==> src/rtl/stopwatch_ctrl.sv <==
// Stopwatch control front end: synchronizes and debounces the start/clear
// pushbuttons, turns each debounced press into a single-cycle event, and runs
// the IDLE/RUN/PAUSE state machine that drives the downstream counter stage.
module stopwatch_ctrl #(
  parameter int CLK_FREQ    = 100000000,
  parameter int DEBOUNCE_MS = 10
) (
  input  logic       clk,
  input  logic       reset_n,
  input  logic       btn_start,
  input  logic       btn_clear,
  output logic       init_regs,
  output logic       count_enabled,
  output logic [1:0] state
);

  localparam int DEBOUNCE_RAW    = CLK_FREQ / 1000 * DEBOUNCE_MS;
  localparam int DEBOUNCE_CYCLES = (DEBOUNCE_RAW < 2) ? 2 : DEBOUNCE_RAW;
  localparam int CNT_W           = $clog2(DEBOUNCE_CYCLES + 1);
  localparam logic [CNT_W-1:0] CNT_LAST = CNT_W'(DEBOUNCE_CYCLES - 1);

  // Bit positions of the two buttons in every per-button vector below.
  localparam int BTN_START = 0;
  localparam int BTN_CLEAR = 1;

  typedef enum logic [1:0] {
    ST_IDLE  = 2'b00,
    ST_RUN   = 2'b01,
    ST_PAUSE = 2'b10,
    ST_BAD   = 2'b11
  } state_t;

  logic [1:0]       sync1_q, sync1_d;
  logic [1:0]       sync2_q, sync2_d;
  logic [1:0]       stable_q, stable_d;
  logic [1:0]       prev_q, prev_d;
  logic [CNT_W-1:0] cnt_q [2];
  logic [CNT_W-1:0] cnt_d [2];
  logic [1:0]       press;
  state_t           state_q, state_d;

  // Synchronizer pipeline inputs and previous-stable history for edge detection.
  always_comb begin
    sync1_d = {btn_clear, btn_start};
    sync2_d = sync1_q;
    prev_d  = stable_q;
  end

  // Per-button debouncer: count consecutive cycles the synchronized input
  // disagrees with the stable flag; flip the flag after a full stable window.
  always_comb begin
    // NOTE: every combinational output gets a default first, so no path leaves it unassigned and no latch is inferred.
    stable_d = stable_q;
    for (int i = 0; i < 2; i++) begin
      cnt_d[i] = '0;
      if (sync2_q[i] != stable_q[i]) begin
        if (cnt_q[i] == CNT_LAST) begin
          stable_d[i] = ~stable_q[i];
        end else begin
          cnt_d[i] = cnt_q[i] + 1'b1;
        end
      end
    end
  end

  // A press is the first cycle the stable flag is high; releases are ignored.
  assign press = stable_q & ~prev_q;

  // Button-path registers; the debounce counters are cleared too so a reset
  // discards any partially qualified press.
  always_ff @(posedge clk or negedge reset_n) begin
    if (!reset_n) begin
      sync1_q  <= '0;
      sync2_q  <= '0;
      stable_q <= '0;
      prev_q   <= '0;
      for (int i = 0; i < 2; i++) begin
        // NOTE: this small counter array is reset explicitly; larger storage arrays normally would not be.
        cnt_q[i] <= '0;
      end
    end else begin
      // NOTE: sequential state uses non-blocking assignments so every flop samples pre-edge values.
      sync1_q  <= sync1_d;
      sync2_q  <= sync2_d;
      stable_q <= stable_d;
      prev_q   <= prev_d;
      for (int i = 0; i < 2; i++) begin
        cnt_q[i] <= cnt_d[i];
      end
    end
  end

  // Next-state logic; clear wins whenever both events arrive together.
  always_comb begin
    state_d = state_q;
    case (state_q)
      ST_IDLE: begin
        if (press[BTN_START] && !press[BTN_CLEAR]) state_d = ST_RUN;
      end
      ST_RUN: begin
        if (press[BTN_CLEAR])      state_d = ST_IDLE;
        else if (press[BTN_START]) state_d = ST_PAUSE;
      end
      ST_PAUSE: begin
        if (press[BTN_CLEAR])      state_d = ST_IDLE;
        else if (press[BTN_START]) state_d = ST_RUN;
      end
      ST_BAD: begin
        state_d = ST_IDLE;
      end
    endcase
  end

  // State register.
  always_ff @(posedge clk or negedge reset_n) begin
    if (!reset_n) begin
      state_q <= ST_IDLE;
    end else begin
      state_q <= state_d;
    end
  end

  // Moore outputs decoded from the state register only; the unused code
  // behaves like IDLE until it is flushed on the next edge.
  always_comb begin
    init_regs     = 1'b1;
    count_enabled = 1'b0;
    case (state_q)
      ST_RUN: begin
        init_regs     = 1'b0;
        count_enabled = 1'b1;
      end
      ST_PAUSE: begin
        init_regs     = 1'b0;
        count_enabled = 1'b0;
      end
      default: begin
        init_regs     = 1'b1;
        count_enabled = 1'b0;
      end
    endcase
  end

  assign state = state_q;

endmodule

==> config.mk <==
export PLATFORM = sky130hd
export DESIGN_NAME = stopwatch_ctrl
export DESIGN_NICKNAME = d
export VERILOG_FILES = /design/src/rtl/stopwatch_ctrl.sv
export SDC_FILE = /design/constraint.sdc
export NUM_CORES = 1
export LEC_CHECK = 0
export CORE_UTILIZATION = 45
export CTS_CLUSTER_SIZE = 25
export DETAILED_ROUTE_END_ITERATION = 6
export GPL_ROUTABILITY_DRIVEN = 0
export PLACE_DENSITY_LB_ADDON = 0.1
export SYNTH_ARGS = -nofsm -noshare
export SYNTH_HDL_FRONTEND = slang
export SYNTH_SLANG_ARGS = --single-unit
==> constraint.sdc <==
create_clock -name clk -period 1.95 [get_ports clk]
set_clock_uncertainty 0.05 [all_clocks]
set_input_delay 0.39 -clock clk [delete_from_list [all_inputs] [get_ports clk]]
set_output_delay 0.39 -clock clk [all_outputs]
set_load 0.01 [all_outputs]
# ---- Word-level counts from Yosys, hierarchy flattened
# Index checks and enable logic that the tools add are counted.
dict set report totals {
  regBits 50
  inputBits 4
  output_inout_bits 4
  elab_cells 43
}
dict set report op_classes {
  addsub 2
  n_eq_ne 10
  mux 12
  bitwise 4
  n_reduce_logical 7
}
# cell count
set op_table {}
lappend op_table {{two-way mux 20 bit} 4}
lappend op_table {{adder 20 x 1 -> 20 bit, second input constant} 2}
lappend op_table {{equality test 20 bit, second input constant} 2}
lappend op_table {{two-way mux 2 bit} 5}
lappend op_table {{case mux 2 bit (4 select lines)} 1}
lappend op_table {{inequality test 3 bit, second input constant} 2}
lappend op_table {{equality test 2 bit, second input constant} 2}
lappend op_table {{AND reduction 2 bit} 2}
lappend op_table {{AND reduction 3 bit} 1}
lappend op_table {{AND 2 bit} 1}
lappend op_table {{equality test 2 x 1 -> 1 bit, second input constant} 1}
lappend op_table {{zero test 2 bit} 1}
lappend op_table {{two-way mux 1 bit} 2}
lappend op_table {{inequality test 1 bit} 2}
lappend op_table {{inequality test 2 bit, second input constant} 1}
lappend op_table {{NOT 1 bit} 2}
lappend op_table {{NOT 2 bit} 1}
lappend op_table {{OR reduction 2 bit} 1}
lappend op_table {{logical AND 1 bit} 1}
lappend op_table {{zero test 1 bit} 1}

# ---- Depth between registers and ports, before layout
# Gate-level depths: netlist (run 1).
dict set report logic_depth {
  word_depth 6
  mapped_depth 6
  mapped_depth_nobuf 6
}

# ---- Least setup slack after synthesis (run 1)
# Ideal clock, no wire load.
dict set report synth_timing {
  kind {flip-flop to flip-flop}
  start {reg cnt_q[0] (netlist name)}
  end {reg cnt_q[18] (netlist name)}
  setup_ps 79
  arrival_time_ps 1700
  required_time_ps 1821
  path_slack_ps 121
  stages_incl_launch_ff 6
  n_path_buf 0
  synth_period_minus_slack_ps 1829
  cell_sequence {dfrtp_1 > ha_1 > nand3_1 > or3_1 > or4_1 > a21oi_1}
}
# item line_no
set synth_lines {}
lappend synth_lines {{start: declaration} 37} ;# logic [CNT_W-1:0] cnt_q [2];
lappend synth_lines {{start signal: indexed assignment} 88} ;# cnt_q[i] <= cnt_d[i];

==> results by group, run 1 <==
Clocking
  – CTS sink count: 50
  – TritonCTS buffer count: 5
  – Clock-pin slew on the worst setup and hold paths: 0.09 ns
  – CTS tree: yes
  – Clk_lat worst skew: ~0.3 ns
  – H-tree depth: 2
  – Root buf cell: clkbuf_8
  – Longest Clk Path Bufs: 2

Worst setup path
  – CP Class: flip-flop to flip-flop
  – Arrival time worst endpoint: 2.06 ns
  – CP max FO: 4
  – WP data required: approximately 2.1 ns
  – Setup crit end kind: flip-flop
  – Worst Setup Start Kind: flip-flop

Timing
  – Period utilisation layout: 0.958
  – Final worst slack: roughly 0.083 ns
  – Slew HR: 0.681
  – RSZ-0062 raised after global routing: false
  – Final Hold Vio Count: 0
  – Max Clock Freq: 0.536 GHz
  – # setup viols final: 0
  – Worst Tran Pin Value: between 0.4 and 0.5 ns
  – Final Critical Period: about 1.9 ns
  – Max-slew violation count: 0
  – Setup TNS: 0 ns

Pwr
  – P_leak: about 1.2 nW
  – Worst vdd ir: roughly 0.33 mV
  – Pwr/cell area: between 600 and 700 nW/um2

Cells and area
  – Ant diodes: 0
  – Finished Core Util: 0.551
  – Nets@finish: about 280
  – Area grow syn2layout: 16.4%
  – Layout cell share with drive strength beyond 1: 0.154

Routing
  – Initial drt markers: 117
  – Antenna Nets Post-Route: 0
  – Final wirelength: around 4500 um
  – Wirelength per Cell: ~13 um
  – # DRC: 0
  – Via count: 1772
  – TritonRoute pass-1 iters: 4
  – DR vias/cell: 5.27

Synth
  – Syn nets: 251
  – Post-synthesis sequential area ratio: 0.511
  – Top cell type by total area after synthesis: dfrtp_1
  – Mapped Cells: 241
  – Syn_area_per_cell: approximately 10 um2
  – Top-count cell post-synth: dfrtp_1
  – Number of flops mapped to enable cells by yosys: 0
  – Synth top area share: 0.511
  – Synth area leaders: dfrtp_1, xnor2_1, nor2_1
  – Synth cell types: 35
  – Synth warn: 0
  – Synth cell count leaders: dfrtp_1, nor2_1, xnor2_1
  – #FFs+latches synth: 50
  – Top FF cell, synth: dfrtp_1
  – Mapped Area: between 2000 and 2500 um2
  – FFs w/ async S/R, synth: 1.00

Die
  – Core area: approximately 5200 um2
  – Die W: 75.7 um
  – Die area: 5740 um2
  – Ports: 8
  – Die Span Y: roughly 76 um
  – Cell Rows: 26
  – Starting Density: 0.473

Min path
  – HP Class: flip-flop to flip-flop

Global route
  – Largest net degree at the start of global routing: 25
  – Vias in the first global route: ~1600
  – Initial antenna violation count: 0
  – GRT overflow: 0
  – Global-route wire length before repair: 7450 um
  – Tot GR Track Use: 0.177

Placed design
  – IO Port Bufs: 7
  – Dpl hpwl: 3280 um
  – Pre-CTS WS: ~0.084 ns

Outcome
  – Status: complete, no violations

Flow run
  – Max-Cap Viols: 0
placed cells by master (no fill, tap or decap), drive strengths merged:
master and n:
or4 4, xnor2 24, mux2 2, buf 16, nand2 8, or4b 2
inv 14, nor2 42, nand4b 1, nor3 10, mux2i 2, xor2 6
nor4b 3, nand4 10, ha 6, or3b 1, or3 4, nand3 15
dlygate4sd2 2, and3 4, o31ai 4, nor2b 2, o32a 1, clkbuf 6
clkdlybuf4s50 4, o21ai 5, dlygate4sd3 1, a21oi 8, dfrtp 50, nand4bb 1
bufinv 1, nor4 7
registers in the layout, summed over array words and instances, names as in the netlist:
| register | count |
|---|---|
| prev_d | 2 |
| prev_q | 2 |
| state | 2 |
| sync2_q | 2 |
| cnt_q | 40 |
| sync1_q | 2 |
kinds of logic after synthesis:
logic type,synth area share
AO/OA/AOI/OAI,0.0445
XOR/XNOR,0.107
adder cells (fa/ha/maj),0.0307
buffers and inverters,0.0302
flip-flops,0.511
multiplexers,0.0174
AND/OR/NAND/NOR,0.259
worst max-delay path: stages (launching register included):
cell and delay, ns:
dfrtp_1 0.39, ha_2 0.21, nand3_1 0.10, or3_4 0.42, or4_4 0.49, a21oi_2 0.14
worst paths after layout:
path	cells after the start	slack (ns)	end	startpoint
max	5	0.08	cnt_q[18]	cnt_q[0]
min	0	0.30	sync2_q[1]	sync1_q[1]
max reg2reg	5	0.08	cnt_q[18]	cnt_q[0]
min reg2reg	0	0.30	sync2_q[1]	sync1_q[1]
max in group asynchronous	3	0.82	cnt_q[39]	reset_n
min in group asynchronous	2	0.52	cnt_q[31]	reset_n
report_power, final:
part	internal (mW)	switching [mW]	leakage, nW
Sequential	1.05	0.0124	0.684
Clock	0.411	0.328	0.0573
Combinational	0.0282	0.0450	0.416
per-stage QoR:
| step | hold WS, ns | total power, mW | cell area, um2 | std cells |
|---|---|---|---|---|
| after floorplan | 0.0444 | 1.11 | 2450 | 241 |
| after global placement | 0.287 | 1.16 | 2700 | 326 |
| after detailed placement | 0.286 | 1.16 | 2700 | 326 |
| after CTS | 0.307 | 1.91 | 2830 | 336 |
| after global routing | 0.310 | 1.96 | 2850 | 336 |
| final | 0.304 | 1.87 | 2850 | 336 |
metal layers:
metal | GRT usage | vias up | routed length [um]
met3 | 0.0437 | 7 | 149
met4 | 0.0741 | 0 | 76
li1 | - | 881 | -
met5 | 0 | - | 0
met1 | 0.263 | 857 | 2340
met2 | 0.245 | 27 | 1940
timing repair:
action | 4_1_cts | 5_1_grt
gates resized for setup | 4 | 4
endpoints found under the setup margin | 2 | 1
setup buffers | 2 | 0
hold endpoints to repair | 12 | 0
pin swaps | 0 | 1
hold buffers | 1 | 0
area by class of cell:
cell class,instances,area (um2)
fillers,469,2320
inverters,14,52.6
repair buffers,23,198
multi-input cells,172,1150
clock buffers,6,82.6
clock inverters,1,30.0
well taps,70,87.6
flip-flops and latches,50,1250
Power figures use the tool's default switching activity.
==> run 2: changes to the inputs <==
--- a/config.mk
+++ b/config.mk
@@ -5,6 +5,7 @@
 export SDC_FILE = /design/constraint.sdc
 export NUM_CORES = 1
 export LEC_CHECK = 0
+export CAP_MARGIN = 15
 export CORE_UTILIZATION = 45
 export CTS_CLUSTER_SIZE = 25
 export DETAILED_ROUTE_END_ITERATION = 6
==> results of run 2 <==
Final layout, timing and power as in run 1 (identical DEF).
==> run 3: changes to the inputs <==
--- a/config.mk
+++ b/config.mk
@@ -11,6 +11,7 @@
 export DETAILED_ROUTE_END_ITERATION = 6
 export GPL_ROUTABILITY_DRIVEN = 0
 export PLACE_DENSITY_LB_ADDON = 0.1
+export SKIP_CTS_REPAIR_TIMING = 1
 export SYNTH_ARGS = -nofsm -noshare
 export SYNTH_HDL_FRONTEND = slang
 export SYNTH_SLANG_ARGS = --single-unit
==> run 3 against run 2 <==
The run now ends with negative hold slack left. Maximum frequency decreased by 0.13%. Final cell count fell by 0.60%. Sequential cell count unchanged. Critical endpoint unchanged.
==> results by group, run 3 (synthesis results as in run 1) <==
Outcome
  – Status: finished, violations left
  – Failing checks: negative hold slack

Min path
  – HP Class: input pin to async pin

Cells and area
  – Commonest non-fill, non-tap cell in the layout: dfrtp_1
  – Register area: 1250 um2 (unchanged)
  – Nets@finish: 274 (-0.72%)
  – Layout cell share with drive strength beyond 1: 0.152 (-0.00262)
  – Footprint of the multi-input gates: 1150 um2 (unchanged)
  – Most flops, register: cnt_q
  – Fillers: 470 (+0.21%)
  – Commonest non-fill, non-tap cells in the layout: dfrtp_1, nor2_1, xnor2_1
  – Finished layout cell area: 2840 um2 (-0.35%)
  – Max FFs per register: 40 (unchanged)
  – Area grow syn2layout: 16.0%
  – Ant diodes: 0 (unchanged)

Worst setup path
  – Setup crit end kind: flip-flop
  – CP Class: flip-flop to flip-flop
  – Critical-path cell list: ha_2 > nand3_1 > or3_4 > or4_4 > a21oi_2
  – CP peak stage delay: 0.49 ns (about the same)
  – Worst Setup Start Kind: flip-flop
  – Slowest CP cell: or4_4
  – CP max FO: 4 (unchanged)
  – Crit path max-delay family: simple AND/OR/NAND/NOR gates
  – Arrival time worst endpoint: 2.06 ns (about the same)
  – Buf+Inv Stages, Crit Path: 0 (unchanged)
  – WP data required: 2.14 ns (about the same)

Pwr
  – Sw frac: 0.205 (-0.000653)
  – Pwr/cell area: 659 nW/um2 (+0.18%)
  – Reg power frac: 0.568 (about the same)
  – Total power: 1.87 mW (-0.17%)
  – Pint: 1.49 mW (about the same)
  – Comb power frac: 0.038 (about the same)
  – P_leak: 1.16 nW (+0.51%)
  – Worst vdd ir: 0.331 mV (-0.67%)
  – Clock power frac: 0.394 (about the same)
  – Switching Power: 384 uW (-0.49%)

Clocking
  – Longest Clk Path Bufs: 2 (unchanged)
  – H-tree depth: 2 (unchanged)
  – CTS sink count: 50 (unchanged)
  – Clk_lat worst skew: 0.30 ns (about the same)
  – CTS tree: yes
  – Clock-pin slew on the worst setup and hold paths: 0.09 ns (about the same)
  – Root buf cell: clkbuf_8
  – TritonCTS buffer count: 5 (unchanged)

Global route
  – GRT overflow: 0 (unchanged)
  – Tot GR Track Use: 0.176 (-0.00169)
  – Initial antenna violation count: 0 (unchanged)
  – Vias in the first global route: 1539 (-0.84%)
  – Largest net degree at the start of global routing: 25 (unchanged)
  – Global-route wire length before repair: 7360 um (-1.1%)

Timing
  – Hold WS: -0.0145 ns (-0.318 ns)
  – Final Critical Period: 1.87 ns (+0.00241 ns)
  – Worst Tran Pin Value: 0.486 ns (+0.00801 ns)
  – # setup viols final: 0 (unchanged)
  – Max Clock Freq: 0.535 GHz (-0.13%)
  – Period utilisation layout: 0.959 (+0.00123)
  – Slew HR: 0.676 (-0.00534)
  – RSZ-0062 raised after global routing: false
  – Max-slew violation count: 0 (unchanged)
  – Final Hold Vio Count: 12 (+12)

Routing
  – Wirelength per Cell: 13.5 um (+0.33%)
  – Via count: 1762 (-0.56%)
  – TritonRoute pass-1 iters: 4 (unchanged)
  – Final wirelength: 4490 um (-0.27%)
  – Antenna Nets Post-Route: 0 (unchanged)
  – Initial drt markers: 126 (+7.7%)
  – DR vias/cell: 5.28 (about the same)
  – # DRC: 0 (unchanged)

Die
  – Starting Density: 0.473 (unchanged)
  – Ports: 8 (unchanged)
  – Die area: 5740 um2 (unchanged)
  – Cell Rows: 26 (unchanged)
  – Die W: 75.7 um (unchanged)
  – Die Span Y: 75.7 um (unchanged)
  – Core area: 5170 um2 (unchanged)

Flow run
  – Max-Cap Viols: 0 (unchanged)

Placed design
  – IO Port Bufs: 7 (unchanged)
  – Dpl hpwl: 3280 um (unchanged)
  – Placement Cell Area: 2700 um2 (unchanged)
==> run 3: cell types whose count changed in the layout (fill, tap and decap cells not counted) <==
cell | previous run | this run
buf_4 | 14 | 13
dlygate4sd2_1 | 2 | 0
dlygate4sd3_1 | 1 | 0
dlymetal6s2s_1 | 0 | 2
==> run 3: final cells by class <==
class / count / area share
Sequential cell: 50 / 0.441
Tap cell: 70 / 0.0309
Inverter: 14 / 0.0185
Multi-Input combinational cell: 172 / 0.404
Clock buffer: 6 / 0.0291
Timing Repair Buffer: 21 / 0.0661
Clock inverter: 1 / 0.0106
==> run 3: power groups by stage <==
stage               Sequential, mW  Combinational, mW  Clock [mW]
detailed placement            1.08             0.0737           0
finish                        1.06             0.0719       0.737
global route                  1.07             0.0827       0.812
floorplan                     1.08             0.0292           0
global placement              1.08             0.0732           0
CTS                           1.06             0.0742       0.771
==> run 3: final timing paths <==
kind                             from          to  slack (ns)  depth (start not counted)
setup / recovery             cnt_q[0]   cnt_q[18]        0.08                          5
hold / removal                reset_n   cnt_q[31]       -0.01                          1
setup reg to reg             cnt_q[0]   cnt_q[18]        0.08                          5
hold reg to reg            sync1_q[1]  sync2_q[1]        0.30                          0
max in group asynchronous     reset_n   cnt_q[39]        1.35                          2
min in group clk           sync1_q[1]  sync2_q[1]        0.30                          0
==> run 3: layer usage <==
layer / up-vias / GRT usage / wire (um)
li1: 877 / - / -
met1: 860 / 0.258 / 2370
met2: 18 / 0.244 / 1930
met3: 7 / 0.0437 / 114
met4: 0 / 0.0741 / 76
met5: - / 0 / 0
==> run 3: metrics by stage <==
stage | hold slack [ns] | cells | setup slack, ns | util | TNS, ns
final | -0.0145 | 334 | 0.0804 | 0.549 | 0
after global routing | 0.00903 | 334 | 0.00154 | 0.549 | 0
after CTS | -0.00484 | 333 | -0.150 | 0.544 | -0.219
after detailed placement | 0.286 | 326 | 0.0843 | 0.522 | 0
after global placement | 0.287 | 326 | 0.144 | 0.522 | 0
after floorplan | 0.0444 | 241 | 0.121 | - | 0
